**config.mk**
```make
export PLATFORM = sky130hd
export DESIGN_NAME = scope_acq_ctrl
export DESIGN_NICKNAME = d
export VERILOG_FILES = /design/src/rtl/scope_pkg.sv /design/src/rtl/acq_addr_ctr.sv /design/src/rtl/scope_acq_ctrl.sv
export SDC_FILE = /design/constraint.sdc
export NUM_CORES = 1
export LEC_CHECK = 0
export ABC_AREA = 1
export CAP_MARGIN = 25
export CORE_ASPECT_RATIO = 0.9
export CORE_UTILIZATION = 42
export CTS_CLUSTER_DIAMETER = 150
export DETAILED_ROUTE_END_ITERATION = 10
export SLEW_MARGIN = 30
export SYNTH_ARGS = -nofsm -noshare
export SYNTH_HDL_FRONTEND = slang
export SYNTH_SLANG_ARGS = --single-unit
```
**constraint.sdc**
```tcl
create_clock -name ad_clk -period 1.5 [get_ports ad_clk]
set_input_delay 0.3 -clock ad_clk [delete_from_list [all_inputs] [get_ports ad_clk]]
set_output_delay 0.3 -clock ad_clk [all_outputs]
set_load 0.05 [all_outputs]
```
**src/rtl/scope_pkg.sv**
```systemverilog
// Shared types and defaults for the scope acquisition controller.
package scope_pkg;

    localparam int ADDR_W       = 9;
    localparam int DEPTH_DEF    = 500;
    localparam int PRE_CNT_DEF  = 250;
    localparam int AUTO_TMO_DEF = 4096;

    localparam logic [1:0] MODE_AUTO   = 2'd0;
    localparam logic [1:0] MODE_NORMAL = 2'd1;
    localparam logic [1:0] MODE_SINGLE = 2'd2;

    typedef enum logic [2:0] {
        ST_IDLE      = 3'd0,
        ST_PRE_FILL  = 3'd1,
        ST_ARMED     = 3'd2,
        ST_POST_FILL = 3'd3,
        ST_HOLD      = 3'd4
    } acq_state_t;

endpackage

```
**src/rtl/acq_addr_ctr.sv**
```systemverilog
// Capture-buffer write address: increments per written sample and wraps
// from DEPTH-1 back to 0. A clear restarts the frame at address 0.
module acq_addr_ctr import scope_pkg::*; #(
    parameter int DEPTH = DEPTH_DEF
) (
    input  logic              ad_clk,
    input  logic              rst,
    input  logic              inc,
    input  logic              clr,
    output logic [ADDR_W-1:0] addr
);

    logic [ADDR_W-1:0] r_addr;

    // Wrap-around address register; clear wins over increment.
    always_ff @(posedge ad_clk or posedge rst) begin
        if (rst) begin
            r_addr <= '0;
        end else if (clr) begin
            r_addr <= '0;
        end else if (inc) begin
            r_addr <= (r_addr == ADDR_W'(DEPTH - 1)) ? '0 : r_addr + 1'b1;
        end
    end

    assign addr = r_addr;

endmodule

```
**src/rtl/scope_acq_ctrl.sv**
```systemverilog
// Oscilloscope acquisition sequencer: pre-fill, arm, trigger, post-fill,
// then hold the frame until the display has read it.
// Optional feature macro ACQ_AUTO_TRIG_EN: in AUTO mode, self-trigger after
// AUTO_TMO strobes spent armed. Without it AUTO behaves as NORMAL.
//
// state     | meaning
// IDLE      | stopped, buffer not written
// PRE_FILL  | collecting PRE_CNT pre-trigger samples
// ARMED     | writing, waiting for a trigger
// POST_FILL | writing the post-trigger part of the frame
// HOLD      | frame complete, frozen until disp_done
module scope_acq_ctrl import scope_pkg::*; #(
    parameter int DEPTH    = DEPTH_DEF,
    parameter int PRE_CNT  = PRE_CNT_DEF,
    parameter int AUTO_TMO = AUTO_TMO_DEF
) (
    input  logic              ad_clk,
    input  logic              rst,
    input  logic              deci_valid,
    input  logic              trig_pulse,
    input  logic [1:0]        mode,
    input  logic              run_req,
    input  logic              single_arm,
    input  logic              force_trig,
    input  logic              disp_done,
    output logic              wr_en,
    output logic [ADDR_W-1:0] wr_addr,
    output logic [ADDR_W-1:0] trig_addr,
    output logic              frame_ready,
    output logic              auto_flag,
    output logic [2:0]        state
);

    localparam int CNT_W = $clog2(DEPTH + 1);
    localparam logic [CNT_W-1:0] PRE_LAST  = CNT_W'(PRE_CNT - 1);
    localparam logic [CNT_W-1:0] POST_LAST = CNT_W'(DEPTH - PRE_CNT - 2);

    acq_state_t        r_state;
    logic [CNT_W-1:0]  r_pre_cnt;
    logic [CNT_W-1:0]  r_post_cnt;
    logic [ADDR_W-1:0] r_trig_addr;
    logic              r_frame_ready;
    logic              r_auto_flag;

    logic w_fill;
    logic w_start;
    logic w_hold_exit;
    logic w_rearm;
    logic w_clr;
    logic w_hw_trig;
    logic w_tmo_trig;

    assign w_fill      = (r_state == ST_PRE_FILL) || (r_state == ST_ARMED) ||
                         (r_state == ST_POST_FILL);
    assign w_start     = (r_state == ST_IDLE) && run_req &&
                         ((mode != MODE_SINGLE) || single_arm);
    assign w_hold_exit = (r_state == ST_HOLD) && disp_done;
    assign w_rearm     = w_hold_exit && run_req && (mode != MODE_SINGLE);
    assign w_clr       = w_start || w_rearm;
    assign w_hw_trig   = deci_valid && trig_pulse;

    assign wr_en = deci_valid && w_fill;

    acq_addr_ctr #(.DEPTH(DEPTH)) u_addr (
        .ad_clk (ad_clk),
        .rst    (rst),
        .inc    (wr_en),
        .clr    (w_clr),
        .addr   (wr_addr)
    );

`ifdef ACQ_AUTO_TRIG_EN
    localparam int TMO_W = $clog2(AUTO_TMO + 1);

    logic [1:0]       r_mode;
    logic [TMO_W-1:0] r_tmo_cnt;

    // Mode is latched only when a capture begins; the timeout counter is
    // zeroed throughout PRE_FILL so every entry to ARMED starts from 0.
    always_ff @(posedge ad_clk or posedge rst) begin
        if (rst) begin
            r_mode    <= MODE_NORMAL;
            r_tmo_cnt <= '0;
        end else begin
            if (w_start || w_hold_exit) begin
                r_mode <= mode;
            end
            if (r_state == ST_PRE_FILL) begin
                r_tmo_cnt <= '0;
            end else if ((r_state == ST_ARMED) && (r_mode == MODE_AUTO) && deci_valid) begin
                r_tmo_cnt <= r_tmo_cnt + 1'b1;
            end
        end
    end

    assign w_tmo_trig = (r_state == ST_ARMED) && (r_mode == MODE_AUTO) && deci_valid &&
                        (r_tmo_cnt == TMO_W'(AUTO_TMO - 1));
`else
    assign w_tmo_trig = 1'b0;
`endif

    // Acquisition state machine with registered status outputs.
    always_ff @(posedge ad_clk or posedge rst) begin
        if (rst) begin
            r_state       <= ST_IDLE;
            r_pre_cnt     <= '0;
            r_post_cnt    <= '0;
            r_trig_addr   <= '0;
            r_frame_ready <= 1'b0;
            r_auto_flag   <= 1'b0;
        end else begin
            case (r_state)
                ST_IDLE: begin
                    if (w_start) begin
                        r_state    <= ST_PRE_FILL;
                        r_pre_cnt  <= '0;
                        r_post_cnt <= '0;
                    end
                end
                ST_PRE_FILL: begin
                    if (deci_valid) begin
                        r_pre_cnt <= r_pre_cnt + 1'b1;
                        if (r_pre_cnt == PRE_LAST) begin
                            r_state <= ST_ARMED;
                        end
                    end
                end
                ST_ARMED: begin
                    // A real trigger outranks a manual or timeout trigger.
                    if (w_hw_trig) begin
                        r_trig_addr <= wr_addr;
                        r_auto_flag <= 1'b0;
                        r_post_cnt  <= '0;
                        r_state     <= ST_POST_FILL;
                    end else if (force_trig || w_tmo_trig) begin
                        r_trig_addr <= wr_addr;
                        r_auto_flag <= 1'b1;
                        r_post_cnt  <= '0;
                        r_state     <= ST_POST_FILL;
                    end
                end
                ST_POST_FILL: begin
                    if (deci_valid) begin
                        if (r_post_cnt == POST_LAST) begin
                            r_state       <= ST_HOLD;
                            r_frame_ready <= 1'b1;
                        end else begin
                            r_post_cnt <= r_post_cnt + 1'b1;
                        end
                    end
                end
                ST_HOLD: begin
                    if (disp_done) begin
                        r_frame_ready <= 1'b0;
                        if (w_rearm) begin
                            r_state    <= ST_PRE_FILL;
                            r_pre_cnt  <= '0;
                            r_post_cnt <= '0;
                        end else begin
                            r_state <= ST_IDLE;
                        end
                    end
                end
                default: r_state <= ST_IDLE;
            endcase
        end
    end

    assign trig_addr   = r_trig_addr;
    assign frame_ready = r_frame_ready;
    assign auto_flag   = r_auto_flag;
    assign state       = r_state;

endmodule

```
==> impl_metrics.csv <==
group,metric,value,unit
outcome,outcome,"finished clean",
final_layout,final_nets,457,
synth,ys.warnings.count,0,
synth,synth_enable_flop_cells,0,
timing,finalHoldWorstSlack,0.362,ns
drt,postRouteWirelength,6520,um
clock_tree,cts_root_buffer,"sky130_fd_sc_hd__clkbuf_8",
synth,synthArstFlopShare,100,%
clock_tree,cts_tree,"done",
drt,routed-via-count,2497,
synth,postSynthNetCount,383,
critical_path,reg2reg_from,"state[1]$_DFFE_PP0P_",
power,seq_power_share,27.9,%
timing,finalMaxSlewViolations,0,
final_layout,final.fill_count,497,
synth,synth-seq-cells,41,
synth,post-synth-top-count-cell,"sky130_fd_sc_hd__nand2_1",
drt,drt.antenna.violating_nets,0,
power,combPwrFrac,56.7,%
critical_path,start_kind,"flop",
grt,grt_pass1_vias,2020,
synth,synth_area_leaders,"sky130_fd_sc_hd__dfrtp_1 (41%), sky130_fd_sc_hd__nand2_1 (22%), sky130_fd_sc_hd__inv_1 (6.7%), sky130_fd_sc_hd__nand3_1 (6.4%), sky130_fd_sc_hd__nor2_1 (5.2%)",
place,globalplace.congestion,0.915,
timing,final.setup_skew,0.00921,ns
critical_path,worst-endpoint-required,1.20,ns
timing,max_slew.worst_pin.slew,0.325,ns
power,p_int,2.90,mW
place,portbufs,33,
critical_path,timing_worst_setup_path_type,"flop to primary output",
timing,setup-violations-final,0,
drt,drt-wirelength-per-cell,12.7,um
final_layout,insertedDiodeCount,0,
critical_path,worst_r2r_endpoint,"r_post_cnt[6]$_DFFE_PP0P_",
grt,remaining_global_route_overflow,0,
final_layout,final-instance-count-excl-fill,513,
die,floorplan.core_area,0.00573,mm^2
drt,drt_iter0_markers,100,
place,dp.final_hpwl,4570,um
power,power_per_cell_area,1410,mW/mm^2
die,floorplan.die.height,75.3,um
clock_tree,total_clock_buffers_created_by_cts,5,
final_layout,layout-area-overhead-vs-synth,47.7,%
die,row_count,26,
die,die-area,0.00629,mm^2
critical_path,r2r_cells,9,
die,die_width,83.5,um
synth,post-synth-top-area-cell,"sky130_fd_sc_hd__dfrtp_1",
synth,synth.yosys.seq_area_share,40.9,%
timing,finalSetupTns,0,ns
synth,synth_area_per_cell,6.82,um^2
drt,post-route-drc-count,0,
clock_tree,cts_num_sinks,41,
grt,globalRouteTotalUtil,19.7,%
timing,final.min_clock_period,1.49,ns
critical_path,critical_path_peak_fanout,2,
power,irDropWorstVdd,1220,uV
grt,grt_start_max_net_pins,42,
synth,ys_dominant_reg_cell,"sky130_fd_sc_hd__dfrtp_1",
synth,synth_common_cells,"sky130_fd_sc_hd__nand2_1 (147), sky130_fd_sc_hd__inv_1 (45), sky130_fd_sc_hd__dfrtp_1 (41), sky130_fd_sc_hd__nor2_1 (35), sky130_fd_sc_hd__nand3_1 (32)",
critical_path,worst_r2r_setup_slack,0.009,ns
critical_path,crit_path_start,"state[0]$_DFFE_PP0P_",
critical_path,endpoint_kind,"primary output",
synth,count_of_cell_types_in_the_netlist,27,
critical_path,critical_path_arrival,1.19,ns
clock_tree,htree_levels,2,
drt,vias_per_cell,4.87,
final_layout,layout_cell_share_with_drive_strength_beyond_1,28.7,%
place,number_of_placed_cells_counting_well_taps,497,
synth,post_synth_inst_count,368,
min_path,worst_hold_path_type,"input port to asynchronous set/reset pin",
power,total_leakage_power,1.89,nW
synth,share_of_the_synthesized_area_in_the_top_cell_type,40.9,%
clock_tree,clock_path_buffers,2,
clock_tree,clkTransAtPathRegs,0.08,ns
die,floorplan.io_pins,34,
clock_tree,hold_buffers,0,
run,drv_cap,0,
power,p_sw_share,44.5,%
timing,final-hold-violation-count,0,
power,clock_power_share,15.4,%
grt,antenna_found_initial,0,
timing,slew_headroom,78.3,%
die,initial_cell_density_of_the_core,43.8,%
timing,max_freq,671,MHz
grt,grt_pass1_wl,9640,um
final_layout,final_design_area_excluding_fillers,0.00371,mm^2
drt,firstDrtPassIters,4,
timing,post-route-period-util,99.4,%
power,switching_power,2.32,mW
timing,setup_repair_after_global_routing_missed_its_margin,"true",
clock_tree,clk_latency,0.30,ns
synth,cell_area_synth,0.00251,mm^2
place,placement.cell_area,0.00340,mm^2
==> metal layers <==
layer,vias up,routed length (um),track usage [%]
met5,-,0,0
met2,69,2870,28.1
met4,0,77,6.78
met1,1128,3250,30.1
li1,1293,-,-
met3,7,329,3.90
==> worst max path at each step <==
stage                                      end  slack, ns
finish                                   wr_en      0.009
global route         r_post_cnt[8]$_DFFE_PP0P_      -0.06
CTS                                      wr_en      -0.01
detailed placement  u_addr.addr[6]$_DFFE_PP0P_      -0.26
global placement    u_addr.addr[5]$_DFFE_PP0P_      -0.27
floorplan           u_addr.addr[0]$_DFFE_PP0P_      0.005
==> critical path: stages (launching register included) <==
cell	delay, ns
sky130_fd_sc_hd__dfrtp_2	0.44
sky130_fd_sc_hd__nor2_4	0.12
sky130_fd_sc_hd__inv_2	0.06
sky130_fd_sc_hd__nand3_4	0.08
sky130_fd_sc_hd__inv_4	0.05
sky130_fd_sc_hd__buf_12	0.14
==> cell families after synthesis <==
| group | share of synthesized area [%] |
|---|---|
| fa+ha+maj | 2.49 |
| buf+inv | 8.18 |
| simple gates | 41.6 |
| compound gates | 4.64 |
| xor+xnor | 1.74 |
| mux | 0.449 |
| flops | 40.9 |
==> registers in the layout, indices dropped and copies added (netlist names) <==
register and count:
r_post_cnt 9, r_pre_cnt 9, trig_addr 9, u_addr.addr 9
state 3, auto_flag 1, frame_ready 1
==> power groups by stage <==
stage	Clock [mW]	Sequential (mW)	Combinational (mW)
3_3_place_gp	0	1.50	2.49
5_1_grt	0.863	1.48	3.17
3_5_place_dp	0	1.49	2.51
4_1_cts	0.827	1.45	2.64
6_report	0.804	1.46	2.96
2_1_floorplan	0	1.83	1.08
==> area by class of cell <==
type                       instances  area [um^2]  share of cell area [%]
sequential                        41         1040                    28.0
inverter                          48          185                    4.99
clock inverter                     1         5.00                   0.135
clock buffer                       7         96.3                    2.60
timing repair buffer              70          866                    23.4
multi-input combinational        276         1430                    38.6
tap                               70         87.6                    2.36
==> what timing repair did <==
item,CTS,global route
gates cloned,0,1
setup buffers,4,4
setup endpoints to repair,2,41
resized for setup,5,41
pin swaps,1,11
==> through the flow <==
stage | power [mW] | worst slack (ns) | util, %
2_1_floorplan | 2.91 | 0.00477 | -
5_1_grt | 5.52 | -0.0637 | 64.8
6_report | 5.22 | 0.00899 | 64.8
3_3_place_gp | 3.99 | -0.267 | 59.4
3_5_place_dp | 4.00 | -0.259 | 59.4
4_1_cts | 4.92 | -0.0113 | 61.8
==> layout by cell type (no fill, tap or decap), drive strengths merged, types with 5 or more instances in the layout <==
cell and instances:
clkdlybuf4s50 7, inv 48, buf 61, nand4 9, xor2 5, dfrtp 41
nor2 43, nand2 152, clkbuf 7, nand3 33, o21ai 14, ha 5
No activity file was read; power rests on OpenSTA's default activity.
